File: src/rtl/alu_cmd_sequencer_pkg.sv
// Purpose : shared opcodes, FSM state encoding and sizing helper for the ALU command sequencer.
// Latency : n/a (declarations only).
// Backpressure : n/a.
package alu_seq_pkg;

    typedef logic [1:0] op_t;

    localparam op_t OP_ADD = 2'b00;
    localparam op_t OP_SUB = 2'b01;
    localparam op_t OP_MUL = 2'b10;
    localparam op_t OP_DIV = 2'b11;

    typedef enum logic [3:0] {
        IDLE,
        CLR,
        ISSUE,
        HOLD,
        LOADM,
        WAIT,
        CAPT,
        ABORT,
        RESP
    } state_t;

    // Width of the shared timer; the WAIT window is the largest value it holds.
    function automatic int cnt_width(input int timeout);
        return $clog2(timeout + 1);
    endfunction

endpackage

File: src/rtl/alu_cmd_sequencer_if.sv
// Purpose : command / response channel between an upstream requester and the ALU sequencer.
// Latency : n/a (wires only).
// Backpressure : cmd_valid/cmd_ready and rsp_valid/rsp_ready handshakes.
// Ports   : master = upstream (drives cmd_*, rsp_ready); slave = sequencer (drives cmd_ready, rsp_*).
interface alu_cmd_sequencer_if;
    import alu_seq_pkg::*;

    logic        cmd_valid;
    logic        cmd_ready;
    op_t         cmd_op;
    logic [15:0] cmd_a;
    logic [7:0]  cmd_b;
    logic        rsp_valid;
    logic        rsp_ready;
    logic [15:0] rsp_result;
    logic        rsp_of;
    logic        rsp_err;

    modport master (
        output cmd_valid, cmd_op, cmd_a, cmd_b, rsp_ready,
        input  cmd_ready, rsp_valid, rsp_result, rsp_of, rsp_err
    );

    modport slave (
        input  cmd_valid, cmd_op, cmd_a, cmd_b, rsp_ready,
        output cmd_ready, rsp_valid, rsp_result, rsp_of, rsp_err
    );

endinterface

File: src/rtl/alu_cmd_sequencer_timer.sv
// Purpose : loadable down-counter with zero flag, shared by the HOLD, WAIT and CAPT phases.
// Latency : load/decrement take effect on the next clock edge; zero is combinational from the count.
// Backpressure : none; decrement saturates at zero.
// Ports   : clk, rst (sync, active-high), load + load_val, dec, zero.
module alu_seq_timer #(
    parameter int W = 7
) (
    input  logic         clk,
    input  logic         rst,
    input  logic         load,
    input  logic [W-1:0] load_val,
    input  logic         dec,
    output logic         zero
);

    logic [W-1:0] cnt;

    always_ff @(posedge clk) begin
        if (rst) begin
            cnt <= '0;
        end else if (load) begin
            cnt <= load_val;
        end else if (dec && (cnt != '0)) begin
            cnt <= cnt - 1'b1;
        end
    end

    assign zero = (cnt == '0);

endmodule

File: src/rtl/alu_cmd_sequencer.sv
// Purpose : front-end for the multi-cycle 8-bit ALU; one operation in flight, owns ALU rst/start/sel/inbus.
// Latency : accept to rsp_valid = 3 + M_LOAD_DLY + (WAIT cycles) + RES_DLY cycles.
// Backpressure : cmd_ready only in IDLE; response held until rsp_ready.
// Ports   : clk, rst (sync, active-high), io (command/response slave), busy, alu_* pins to the ALU.
module alu_cmd_sequencer
    import alu_seq_pkg::*;
#(
    parameter int M_LOAD_DLY = 2,
    parameter int RES_DLY    = 1,
    parameter int TIMEOUT    = 64
) (
    input  logic                 clk,
    input  logic                 rst,
    alu_cmd_sequencer_if.slave   io,
    output logic                 busy,
    output logic                 alu_rst,
    output logic                 alu_start,
    output logic [1:0]           alu_sel,
    output logic [15:0]          alu_inbus,
    input  logic [15:0]          alu_outbus,
    input  logic                 alu_finish,
    input  logic                 alu_of
);

    localparam int CW = cnt_width(TIMEOUT);

    // Timer preload values: the timer counts down to zero inclusive, so each
    // phase of N cycles is loaded with N-1.
    localparam logic [CW-1:0] HOLD_INIT = CW'((M_LOAD_DLY > 1) ? (M_LOAD_DLY - 2) : 0);
    localparam logic [CW-1:0] WAIT_INIT = CW'(TIMEOUT - 1);
    localparam logic [CW-1:0] CAPT_INIT = CW'((RES_DLY > 0) ? (RES_DLY - 1) : 0);

    state_t        state;
    state_t        state_nxt;
    op_t           op_q;
    logic [15:0]   a_q;
    logic [7:0]    b_q;
    logic [15:0]   result_q;
    logic          of_sticky;
    logic          err_q;

    logic          tmr_load;
    logic          tmr_dec;
    logic [CW-1:0] tmr_val;
    logic          tmr_zero;
    logic          capture;

    alu_seq_timer #(.W(CW)) u_timer (
        .clk      (clk),
        .rst      (rst),
        .load     (tmr_load),
        .load_val (tmr_val),
        .dec      (tmr_dec),
        .zero     (tmr_zero)
    );

    // State register.
    always_ff @(posedge clk) begin
        if (rst) begin
            state <= IDLE;
        end else begin
            state <= state_nxt;
        end
    end

    // Next-state logic.
    always_comb begin
        state_nxt = state;
        case (state)
            IDLE:  if (io.cmd_valid) state_nxt = CLR;
            CLR:   state_nxt = ISSUE;
            ISSUE: state_nxt = (M_LOAD_DLY == 1) ? LOADM : HOLD;
            HOLD:  if (tmr_zero) state_nxt = LOADM;
            LOADM: state_nxt = WAIT;
            WAIT: begin
                // finish wins over a simultaneous timeout on the last WAIT cycle.
                if (alu_finish) begin
                    state_nxt = (RES_DLY == 0) ? RESP : CAPT;
                end else if (tmr_zero) begin
                    state_nxt = ABORT;
                end
            end
            CAPT:  if (tmr_zero) state_nxt = RESP;
            ABORT: state_nxt = RESP;
            RESP:  if (io.rsp_ready) state_nxt = IDLE;
            default: state_nxt = IDLE;
        endcase
    end

    // Outputs decoded from the state register and the latched operands only.
    always_comb begin
        io.cmd_ready  = (state == IDLE);
        busy          = (state != IDLE);
        alu_rst       = rst || (state == CLR) || (state == ABORT);
        alu_start     = (state == ISSUE);
        alu_sel       = 2'b00;
        alu_inbus     = '0;
        case (state)
            CLR: alu_sel = op_q;
            ISSUE, HOLD: begin
                alu_sel   = op_q;
                alu_inbus = (op_q == OP_DIV) ? a_q : {8'h00, a_q[7:0]};
            end
            LOADM, WAIT, CAPT: begin
                alu_sel   = op_q;
                alu_inbus = {8'h00, b_q};
            end
            default: ;
        endcase
        io.rsp_valid  = (state == RESP);
        io.rsp_result = result_q;
        io.rsp_of     = of_sticky & ~op_q[1];
        io.rsp_err    = err_q;
    end

    // Timer sequencing and result capture strobe.
    always_comb begin
        tmr_load = 1'b0;
        tmr_dec  = 1'b0;
        tmr_val  = '0;
        capture  = 1'b0;
        case (state)
            ISSUE: begin
                tmr_load = 1'b1;
                tmr_val  = HOLD_INIT;
            end
            HOLD:  tmr_dec = 1'b1;
            LOADM: begin
                tmr_load = 1'b1;
                tmr_val  = WAIT_INIT;
            end
            WAIT: begin
                if (alu_finish) begin
                    if (RES_DLY == 0) begin
                        capture = 1'b1;
                    end else begin
                        tmr_load = 1'b1;
                        tmr_val  = CAPT_INIT;
                    end
                end else begin
                    tmr_dec = 1'b1;
                end
            end
            CAPT: begin
                tmr_dec = 1'b1;
                capture = tmr_zero;
            end
            default: ;
        endcase
    end

    // Operand latches, overflow accumulation and response registers.
    always_ff @(posedge clk) begin
        if (rst) begin
            op_q      <= OP_ADD;
            a_q       <= '0;
            b_q       <= '0;
            result_q  <= '0;
            of_sticky <= 1'b0;
            err_q     <= 1'b0;
        end else begin
            if ((state == IDLE) && io.cmd_valid) begin
                op_q <= io.cmd_op;
                a_q  <= io.cmd_a;
                b_q  <= io.cmd_b;
            end
            case (state)
                CLR: begin
                    result_q  <= '0;
                    of_sticky <= 1'b0;
                    err_q     <= 1'b0;
                end
                ISSUE, HOLD, LOADM, WAIT, CAPT: of_sticky <= of_sticky | alu_of;
                ABORT: begin
                    // A timed-out operation reports only the error flag.
                    result_q  <= '0;
                    of_sticky <= 1'b0;
                    err_q     <= 1'b1;
                end
                default: ;
            endcase
            if (capture) begin
                result_q <= alu_outbus;
            end
        end
    end

endmodule

File: src/flat_wrapper.sv
// flat-port wrapper written by rule: the top's interface ports become plain ports
module alu_cmd_sequencer_flat import alu_seq_pkg::*;
#(
    parameter int M_LOAD_DLY = 2,
    parameter int RES_DLY    = 1,
    parameter int TIMEOUT    = 64
)
  (clk, rst, busy, alu_rst, alu_start, alu_sel, alu_inbus, alu_outbus, alu_finish, alu_of, io_cmd_valid, io_cmd_op, io_cmd_a, io_cmd_b, io_rsp_ready, io_cmd_ready, io_rsp_valid, io_rsp_result, io_rsp_of, io_rsp_err);
  alu_cmd_sequencer_if io_i ();
  input  logic clk;
  input  logic rst;
  output logic busy;
  output logic alu_rst;
  output logic alu_start;
  output logic [1:0] alu_sel;
  output logic [15:0] alu_inbus;
  input  logic [15:0] alu_outbus;
  input  logic alu_finish;
  input  logic alu_of;
  input wire logic [$bits(io_i.cmd_valid)-1:0] io_cmd_valid;
  input wire logic [$bits(io_i.cmd_op)-1:0] io_cmd_op;
  input wire logic [$bits(io_i.cmd_a)-1:0] io_cmd_a;
  input wire logic [$bits(io_i.cmd_b)-1:0] io_cmd_b;
  input wire logic [$bits(io_i.rsp_ready)-1:0] io_rsp_ready;
  output wire logic [$bits(io_i.cmd_ready)-1:0] io_cmd_ready;
  output wire logic [$bits(io_i.rsp_valid)-1:0] io_rsp_valid;
  output wire logic [$bits(io_i.rsp_result)-1:0] io_rsp_result;
  output wire logic [$bits(io_i.rsp_of)-1:0] io_rsp_of;
  output wire logic [$bits(io_i.rsp_err)-1:0] io_rsp_err;
  assign io_i.cmd_valid = io_cmd_valid;
  assign io_i.cmd_op = io_cmd_op;
  assign io_i.cmd_a = io_cmd_a;
  assign io_i.cmd_b = io_cmd_b;
  assign io_i.rsp_ready = io_rsp_ready;
  assign io_cmd_ready = io_i.cmd_ready;
  assign io_rsp_valid = io_i.rsp_valid;
  assign io_rsp_result = io_i.rsp_result;
  assign io_rsp_of = io_i.rsp_of;
  assign io_rsp_err = io_i.rsp_err;
  alu_cmd_sequencer #(.M_LOAD_DLY(M_LOAD_DLY), .RES_DLY(RES_DLY), .TIMEOUT(TIMEOUT)) u_core (.clk(clk), .rst(rst), .io(io_i), .busy(busy), .alu_rst(alu_rst), .alu_start(alu_start), .alu_sel(alu_sel), .alu_inbus(alu_inbus), .alu_outbus(alu_outbus), .alu_finish(alu_finish), .alu_of(alu_of));
endmodule
File: config.mk
export PLATFORM = sky130hd
export DESIGN_NAME = alu_cmd_sequencer_flat
export DESIGN_NICKNAME = d
export VERILOG_FILES = /design/src/rtl/alu_cmd_sequencer_pkg.sv /design/src/rtl/alu_cmd_sequencer_if.sv /design/src/rtl/alu_cmd_sequencer_timer.sv /design/src/rtl/alu_cmd_sequencer.sv /design/src/flat_wrapper.sv
export SDC_FILE = /design/constraint.sdc
export NUM_CORES = 1
export LEC_CHECK = 0
export ABC_CLOCK_PERIOD_IN_PS = 5400
export CORE_UTILIZATION = 31
export DETAILED_ROUTE_END_ITERATION = 10
export PLACE_DENSITY = 0.67
export SLEW_MARGIN = 30
export SYNTH_ARGS = -nofsm -noshare
export SYNTH_HDL_FRONTEND = slang
export SYNTH_HIERARCHICAL = 1
export SYNTH_SLANG_ARGS = --single-unit
File: constraint.sdc
create_clock -name clk -period 5.4 [get_ports clk]
set_clock_uncertainty 0.05 [all_clocks]
set_input_delay 1.08 -clock clk [delete_from_list [all_inputs] [get_ports clk]]
set_output_delay 1.08 -clock clk [all_outputs]
set_load 0.01 [all_outputs]
==> results of run 1 <==
==> power breakdown <==
part	leakage, µW	internal [µW]	total (µW)	switching, µW
clock network	0.0000402	90.6	224	133
registers	0.000448	460	526	65.5
logic	0.000764	209	418	209
total	0.00125	760	1170	408
==> synth_stat cells (all sizes together), types with 3 or more instances <==
cell and instances:
nand2 62, dfxtp 55, a21oi 39, a22o 17, buf 12, nor2 12, and2 11, clkbuf 10
nand3 9, nand3b 9, inv 7, nand2b 5, o21ai 5, mux2i 4, nor3 4, nor3b 4
nor4 3, o31ai 3, or4 3
==> final timing paths <==
path	from	to	slack [ns]	cells past startpoint
hold / removal	u_core/a_q[15]$_SDFFE_PP0P_	u_core/a_q[15]$_SDFFE_PP0P_	0.41	2
setup reg to reg	u_core/state[2]$_SDFFE_PP0P_	u_core/u_timer/cnt[5]$_SDFFE_PP0P_	2.75	6
hold reg to reg	u_core/a_q[15]$_SDFFE_PP0P_	u_core/a_q[15]$_SDFFE_PP0P_	0.41	2
setup / recovery	rst	alu_rst	1.59	4
==> flip-flops by register name (all words and copies together), names as in the netlist <==
| register | count |
|---|---|
| u_core/state | 4 |
| u_core/b_q | 8 |
| u_core/op_q | 2 |
| u_core/u_timer/cnt | 7 |
| u_core/io.rsp_err | 1 |
| u_core/of_sticky | 1 |
| u_core/a_q | 16 |
| u_core/io.rsp_result | 16 |
==> cell families after synthesis <==
| logic type | Yosys count | synth area share [%] |
|---|---|---|
| multiplexers | 5 | 2.16 |
| buffers and inverters | 29 | 5.75 |
| other | 1 | 0.147 |
| flip-flops | 55 | 43.2 |
| XOR/XNOR | 2 | 0.688 |
| AND/OR/NAND/NOR | 132 | 27.1 |
| adder cells (fa/ha/maj) | 1 | 0.491 |
| AO/OA/AOI/OAI | 78 | 20.4 |
==> through the flow <==
stage / util [%] / area, µm² / hold WS, ns
finish: 45.0 / 3530 / 0.408
global placement: 43.9 / 3440 / 0.394
floorplan: - / 2550 / 0.379
global route: 45.0 / 3530 / 0.428
detailed placement: 43.9 / 3440 / 0.393
CTS: 45.0 / 3530 / 0.407
==> layer usage <==
metal | up-vias | GRT usage, % | wire (µm)
met5 | - | 0 | 0
met2 | 74 | 24.2 | 2830
met1 | 1080 | 20.7 | 3080
li1 | 1199 | - | -
met4 | 0 | 2.31 | 14
met3 | 2 | 3.45 | 406
==> critical path: stages <==
cell and delay (ns):
clkdlybuf4s50_1 0.45, buf_4 0.39, a31o_2 0.19, clkdlybuf4s50_1 0.56
==> cell usage in the layout, fill, tap and decap left out, types with 2 or more instances in the layout <==
cell             instances
o31ai_1                  3
o21ai_0                  5
nand2_1                 62
nand2b_1                 5
nand3_1                  9
and3_1                   2
clkinvlp_4               2
nor3b_1                  4
inv_1                    7
a21boi_0                 2
nor4_1                   2
nand3b_1                 9
and2_1                  11
o21a_1                   2
mux2i_1                  4
nor3_1                   4
a21oi_1                 38
or4_1                    2
nor2b_1                  2
clkdlybuf4s50_1         88
a22o_1                  17
xnor2_1                  2
nor2_1                  12
clkbuf_8                 5
dfxtp_1                 55
==> final cells by class <==
cell class | count | area [µm²]
fillers | 811 | 4320
multi-input cells | 219 | 1300
flip-flops and latches | 55 | 1100
repair buffers | 89 | 888
well taps | 102 | 128
clock buffers | 5 | 68.8
inverters | 7 | 26.3
clock inverters | 3 | 20.0
==> run metrics, run 1 <==
Post-CTS Repair Setup Buffers=0; synth unique cells=50; CP Data Arrival Time=2.68 ns; slew margin rel.=39.0%; FFs w/ async S/R, synth=0%; first-pass GRT wire length=10500 µm; top_reg_cell synth=dfxtp_1; Clock Latency Late Sink=0.30 ns; Syn Nets=352; DRT Wirelength=6330 µm; post-route setup slack=1.59 ns; Yosys top cell by area=dfxtp_1; status=finished clean; Syn Inst Count=303; Setup crit end kind=primary output; Max IR drop VDD=0.126 mV; via count=2355; Initial DRC Count=180; Synth area leaders=dfxtp_1 (43%), nand2_1 (9.1%), a21oi_1 (7.5%); Starting Density=32.5%; Required @ worst endpoint=4.27 ns; crit path time final=3.81 ns; post-detailed-route wirelength per cell=13.2 µm; vias in the first global route=2240; layout cells sized above 1=5.56%; Max Slew Vio Count=0; clk slew on worst S/H paths=0.09 ns; Power Dens Cells=331 nW/µm²; clock root buffer=clkbuf_8; final cycle utilization of the critical path=70.5%; clk buf depth=2; placer congestion estimate=0.757; total negative slack=0 ns; DR pass1 iterations=4; Die Wd=92.7 µm; initial antenna violation count=0; Hold/Removal Path Class=register to register; PostCTS Resize Cnt=0; leakage=0.00125 µW; GRT Total Usage=15.0%; Slew @ Worst Pin=0.913 ns; I/O pins=89; worst-path fanout max=43; fin cells=480; setup violators final=0; antenna viol nets, final=0; TritonCTS buffer count=5; Peak Freq=263 MHz; chip height=92.7 µm; core area=7850 µm²; die footprint=8580 µm²; CTS tree=done; CP startpoint kind=input pin; final hold vios=0; pre-CTS WS=1.58 ns; H-tree levels=2; drt drc=0; diode count=0; Power, Total=1170 µW; crit path kind=input pin to primary output; syn avg cell area=8.41 µm²; RSZ-0062 raised after global routing=false; largest net degree at the start of global routing=44; IO Port Bufs=88; max-cap violations=0; Placed Instances=472; Post-synth EDFFs=0; clk sinks=55; Syn-to-layout area delta=38.7%; hold_buf cts=0; DP HPWL=4490 µm; Yosys Warn Count=6; Overflow after GRT=0; Yosys top cell area share=43.2%; row count=32; sequential fraction of the synthesis area=43.2%; Synth Cell Area=2550 µm²; FF+latch count, synth=55; Vias/cell=4.91; nets=426
(Power assumes the default switching activity.)
==> inputs of run 2 (changes only) <==
--- a/config.mk
+++ b/config.mk
@@ -5,7 +5,7 @@
 export SDC_FILE = /design/constraint.sdc
 export NUM_CORES = 1
 export LEC_CHECK = 0
-export ABC_CLOCK_PERIOD_IN_PS = 5400
+export ABC_CLOCK_PERIOD_IN_PS = 3740
 export CORE_UTILIZATION = 31
 export DETAILED_ROUTE_END_ITERATION = 10
 export PLACE_DENSITY = 0.67
==> constraint.sdc (replaced) <==
create_clock -name clk -period 3.74 [get_ports clk]
set_clock_uncertainty 0.05 [all_clocks]
set_input_delay 0.748 -clock clk [delete_from_list [all_inputs] [get_ports clk]]
set_output_delay 0.748 -clock clk [all_outputs]
set_load 0.01 [all_outputs]
==> run 2 against run 1 <==
  * Setup slack got worse by 1.2 ns
  * First-iteration DRC count fell by 34%
  * Sequential power rose by 44%
  * Wire length fell by 0.41%
  * Non-clock buffer count rose by 1
  * Utilization rose by 0.41 points
==> run metrics, run 2 (same netlist as run 1, synthesis figures left out) <==
switch share=33.4% (-1.5 points); Vias/cell=4.90 (about the same); setup violators final=0 (unchanged); Syn-to-layout area delta=39.9%; Power Dens Cells=491 nW/µm² (+49%); total negative slack=0 ns (unchanged); drt drc=0 (unchanged); fin cells=481 (+0.21%); max-cap violations=0 (unchanged); nets=427 (+0.23%); CP Data Arrival Time=2.53 ns (-0.15 ns); Hold/Removal Path Class=register to register; Max IR drop VDD=0.188 mV (+49%); leakage=0.00128 µW (+1.9%); internal power=1170 µW (+53%); status=finished clean; die footprint=8580 µm² (unchanged); vias in the first global route=2198 (-1.9%); antenna viol nets, final=0 (unchanged); TritonCTS buffer count=5 (unchanged); Worst R2R Setup Slack=1.09 ns (-1.66 ns); final cycle utilization of the critical path=89.0%; hold path endpoint=u_core/a_q[8]$_SDFFE_PP0P_; CTS tree=done; IO Port Bufs=88 (unchanged); initial antenna violation count=0 (unchanged); PostCTS Resize Cnt=0 (unchanged); Peak Freq=300 MHz; Required @ worst endpoint=2.94 ns (-1.33 ns); Overflow after GRT=0 (unchanged); core area=7850 µm² (unchanged); Setup crit end kind=primary output; clk slew on worst S/H paths=0.09 ns (about the same); Combinational Power Share=34.3% (-1.5 points); first-pass GRT wire length=10400 µm (-0.99%); DP HPWL=4480 µm (-0.16%); I/O pins=89 (unchanged); min-delay src=u_core/a_q[8]$_SDFFE_PP0P_; H-tree levels=2 (unchanged); largest net degree at the start of global routing=43 (-2.3%); clk sinks=55 (unchanged); DR pass1 iterations=4 (unchanged); part of the power in the clock network=22.2% (+3.0 points); diode count=0 (unchanged); worst hold path stage count=2 (unchanged); Post-CTS Repair Setup Buffers=0 (unchanged); worst r2r src=u_core/state[2]$_SDFFE_PP0P_; commonest non-fill, non-tap cells in the layout=clkdlybuf4s50_1 (88), nand2_1 (62), dfxtp_1 (55); via count=2359 (+0.17%); Clock Latency Late Sink=0.30 ns (about the same); clock root buffer=clkbuf_8; CP startpoint kind=register; slew margin rel.=39.6% (+0.53 points); RSZ-0062 raised after global routing=false; post-detailed-route wirelength per cell=13.1 µm (-0.62%); placer congestion estimate=0.750 (-0.82%); crit path kind=register to primary output; reg2reg path depth=6 (unchanged); hold_buf cts=0 (unchanged); FF-to-FF End=u_core/u_timer/cnt[5]$_SDFFE_PP0P_; GRT Total Usage=15.0% (about the same); final core utilization=45.4% (+0.41 points); worst-path fanout max=21 (-51%); most common cell after layout, fill and taps aside=clkdlybuf4s50_1; Die Wd=92.7 µm (unchanged); layout cells sized above 1=6.07% (+0.51 points); chip height=92.7 µm (unchanged); Psw=585 µW (+43%); Initial DRC Count=119 (-34%); Slew @ Worst Pin=0.905 ns (-0.00792 ns); clk buf depth=2 (unchanged); row count=32 (unchanged); crit path time final=3.33 ns; sequential power share=43.4% (-1.6 points); Placed Instances=473 (+0.21%); DRT Wirelength=6300 µm (-0.41%); Max Slew Vio Count=0 (unchanged); Starting Density=32.5% (unchanged); final hold vios=0 (unchanged)
run 2: cell count changes in the layout (fill, tap and decap cells not counted), sizes merged:
cell and change:
bufinv +1, buf +1, clkinvlp -2, clkinv +1
run 2: layout make-up:
type	instances	area, µm²
tap	102	128
multi-input combinational	219	1300
clock buffer	5	68.8
inverter	7	26.3
sequential	55	1100
clock inverter	3	43.8
timing repair buffer	90	896
fill	793	4280
run 2: how the worst max path moves through the flow:
stage | startpoint | endpoint | depth (start not counted)
detailed placement | u_core/state[1]$_SDFFE_PP0P_ | alu_inbus[15] | 4
global placement | u_core/state[1]$_SDFFE_PP0P_ | alu_inbus[15] | 4
finish | u_core/state[1]$_SDFFE_PP0P_ | alu_inbus[15] | 4
CTS | u_core/state[1]$_SDFFE_PP0P_ | alu_inbus[15] | 4
global route | u_core/state[1]$_SDFFE_PP0P_ | alu_inbus[8] | 4
floorplan | alu_finish | u_core/u_timer/cnt[5]$_SDFFE_PP0P_ | 6
run 2: layer usage:
metal	share of wire (%)	routed length (µm)	global-route usage, %
met3	6.5	407	3.61
met5	0	0	0
met4	0.54	34	3.08
met2	45	2850	24.9
met1	48	3010	19.8
run 2: power by group through the flow:
stage	clock (µW)	sequential (µW)	combinational (µW)
final	390	760	601
after global routing	429	774	667
after CTS	405	758	609
after detailed placement	0	771	607
after global placement	0	770	599
after floorplan	0	723	477
run 2: worst max-delay path, cell delays in order (launching register included):
cell             delay [ns]
dfxtp_1                0.80
nor2b_1                0.32
and4_1                 0.39
and2_1                 0.18
clkdlybuf4s50_1        0.53
run 2: per-stage QoR:
stage / total power, µW / setup WS, ns / cell area, µm² / hold WS (ns)
6_report: 1750 / 0.410 / 3560 / 0.406
5_1_grt: 1870 / 0.232 / 3560 / 0.426
4_1_cts: 1770 / 0.372 / 3560 / 0.408
3_5_place_dp: 1380 / 0.737 / 3450 / 0.395
3_3_place_gp: 1370 / 0.804 / 3450 / 0.393
2_1_floorplan: 1200 / 1.49 / 2550 / 0.379
==> inputs of run 3 (changes only) <==
--- a/config.mk
+++ b/config.mk
@@ -8,6 +8,7 @@
 export ABC_CLOCK_PERIOD_IN_PS = 3740
 export CORE_UTILIZATION = 31
 export DETAILED_ROUTE_END_ITERATION = 10
+export GPL_TIMING_DRIVEN = 0
 export PLACE_DENSITY = 0.67
 export SLEW_MARGIN = 30
 export SYNTH_ARGS = -nofsm -noshare
==> run 3 against run 2 <==
  * Largest power group unchanged
  * Register-to-register slack gained 0.27 ns
  * Highest routed layer unchanged
  * Utilization grew 1.3 points
  * Worst hold slack gained 0.0020 ns
  * Combinational power grew 13%
  * Final cell count grew 4.0%
==> run metrics, run 3 (same netlist as run 1, synthesis figures left out) <==
core area=7850 µm² (unchanged); final hold vios=0 (unchanged); crit path kind=register to primary output; worst-path fanout max=10 (-52%); Seq. cell area=1100 µm² (unchanged); DP HPWL=4960 µm (+11%); die footprint=8580 µm² (unchanged); largest net degree at the start of global routing=17 (-60%); chip height=92.7 µm (unchanged); # fillers=781 (-1.5%); Post-CTS Repair Setup Buffers=0 (unchanged); Power, Total=1820 µW (+3.8%); clock root buffer=clkbuf_8; status=finished clean; IO Port Bufs=87 (-1.1%); FF-to-FF End=u_core/u_timer/cnt[5]$_SDFFE_PP0P_; diode count=0 (unchanged); post-detailed-route wirelength per cell=13.7 µm (+4.7%); Overflow after GRT=0 (unchanged); Clock Latency Late Sink=0.31 ns (about the same); GRT Total Usage=16.3% (+1.3 points); clk buf depth=2 (unchanged); met3 routed WL=403 µm (-0.98%); Setup crit end kind=primary output; Worst R2R Setup Slack=1.36 ns (+0.27 ns); CP startpoint kind=register; hold_buf cts=0 (unchanged); Required @ worst endpoint=2.94 ns (about the same); setup violators final=0 (unchanged); clk sinks=55 (unchanged); CTS tree=done; Multi-input gate area=1300 µm² (about the same); RSZ-0062 raised after global routing=false; layout cells sized above 1=7.79% (+1.7 points); I/O pins=89 (unchanged); Max IR drop VDD=0.177 mV (-5.8%); Starting Density=32.5% (unchanged); TritonCTS buffer count=5 (unchanged); Max Slew Vio Count=0 (unchanged); Syn-to-layout area delta=43.8%; hold path endpoint=u_core/a_q[14]$_SDFFE_PP0P_; leakage=0.00134 µW (+4.7%); Vias/cell=4.86 (-0.82%); H-tree levels=2 (unchanged); met2 WL=3180 µm (+12%); CP Data Arrival Time=2.47 ns (-0.06 ns); commonest non-fill, non-tap cells in the layout=clkdlybuf4s50_1 (87), nand2_1 (62), dfxtp_1 (55); vias in the first global route=2340 (+6.5%); pre-CTS WS=0.815 ns (+0.0779 ns); Highest Signal Layer=met4; first-pass GRT wire length=11200 µm (+8.0%); row count=32 (unchanged); Die Wd=92.7 µm (unchanged); antenna viol nets, final=0 (unchanged); DRT Wirelength=6860 µm (+8.9%); Peak Freq=306 MHz (+1.9%); via count=2432 (+3.1%); initial antenna violation count=0 (unchanged); most common cell after layout, fill and taps aside=clkdlybuf4s50_1; placer congestion estimate=0.815 (+8.6%); Power Dens Cells=496 nW/µm² (+1.0%); total negative slack=0 ns (unchanged); max-cap violations=0 (unchanged); DR pass1 iterations=4 (unchanged); post-route setup slack=0.471 ns (+0.0618 ns); slew margin rel.=52.4% (+13 points); nets=446 (+4.4%); Hold/Removal Path Class=register to register; clk slew on worst S/H paths=0.10 ns (about the same); Initial DRC Count=129 (+8.4%); worst r2r src=u_core/state[2]$_SDFFE_PP0P_; final cycle utilization of the critical path=87.4% (-1.7 points); worst hold path stage count=2 (unchanged); min-delay src=u_core/a_q[14]$_SDFFE_PP0P_; drt drc=0 (unchanged); PostCTS Resize Cnt=0 (unchanged); Slew @ Worst Pin=0.708 ns (-0.197 ns); reg2reg path depth=7 (+1); crit path time final=3.27 ns (-0.0618 ns); DRT met1 WL=3260 µm (+8.2%)
## run 3: changes by cell type in the layout (fill, tap and decap cells not counted), moves of 2 or more
cell / previous run / this run
clkbuf_1: 0 / 9
buf_2: 0 / 5
buf_6: 0 / 3
buf_1: 0 / 2
## run 3: worst max-delay path by stage
stage / from / endpoint / cells after the start
floorplan: alu_finish / u_core/u_timer/cnt[5]$_SDFFE_PP0P_ / 6
global placement: alu_finish / u_core/u_timer/cnt[5]$_SDFFE_PP0P_ / 7
detailed placement: alu_finish / u_core/u_timer/cnt[5]$_SDFFE_PP0P_ / 7
CTS: u_core/state[2]$_SDFFE_PP0P_ / alu_inbus[1] / 6
global route: u_core/state[2]$_SDFFE_PP0P_ / alu_inbus[1] / 6
finish: u_core/state[2]$_SDFFE_PP0P_ / alu_inbus[1] / 6
## run 3: critical path: stages (launching register included)
cell,delay [ns]
dfxtp_1,0.38
clkbuf_2,0.25
clkbuf_1,0.33
buf_2,0.30
nand3_1,0.12
a21oi_1,0.21
clkdlybuf4s50_1,0.58
## run 3: power by group
group	switching (µW)	total, µW	internal, µW	leakage, µW
registers	57.2	722	665	0.000448
logic	354	682	328	0.000827
clock network	198	415	217	0.0000612
total	609	1820	1210	0.00134
## run 3: cell type report
cell class / count / share of cell area (%)
Buffer: 22 / 3.28
Timing Repair Buffer: 87 / 23.8
Sequential cell: 55 / 30.1
Inverter: 7 / 0.717
Clock inverter: 2 / 0.956
Multi-Input combinational cell: 219 / 35.5
Tap cell: 102 / 3.48
Clock buffer: 6 / 2.25
## run 3: layer usage
| layer | GRT usage [%] | up-vias |
|---|---|---|
| li1 | - | 1240 |
| met1 | 21.9 | 1110 |
| met2 | 26.6 | 79 |
| met3 | 4.11 | 3 |
| met4 | 3.21 | 0 |
| met5 | 0 | - |
## run 3: per-stage QoR
| step | instances | hold slack, ns | area (µm²) | utilization [%] |
|---|---|---|---|---|
| 2_1_floorplan | 303 | 0.379 | 2550 | - |
| 3_3_place_gp | 492 | 0.388 | 3550 | 45.2 |
| 3_5_place_dp | 492 | 0.395 | 3550 | 45.2 |
| 4_1_cts | 500 | 0.408 | 3660 | 46.7 |
| 5_1_grt | 500 | 0.429 | 3660 | 46.7 |
| 6_report | 500 | 0.408 | 3660 | 46.7 |
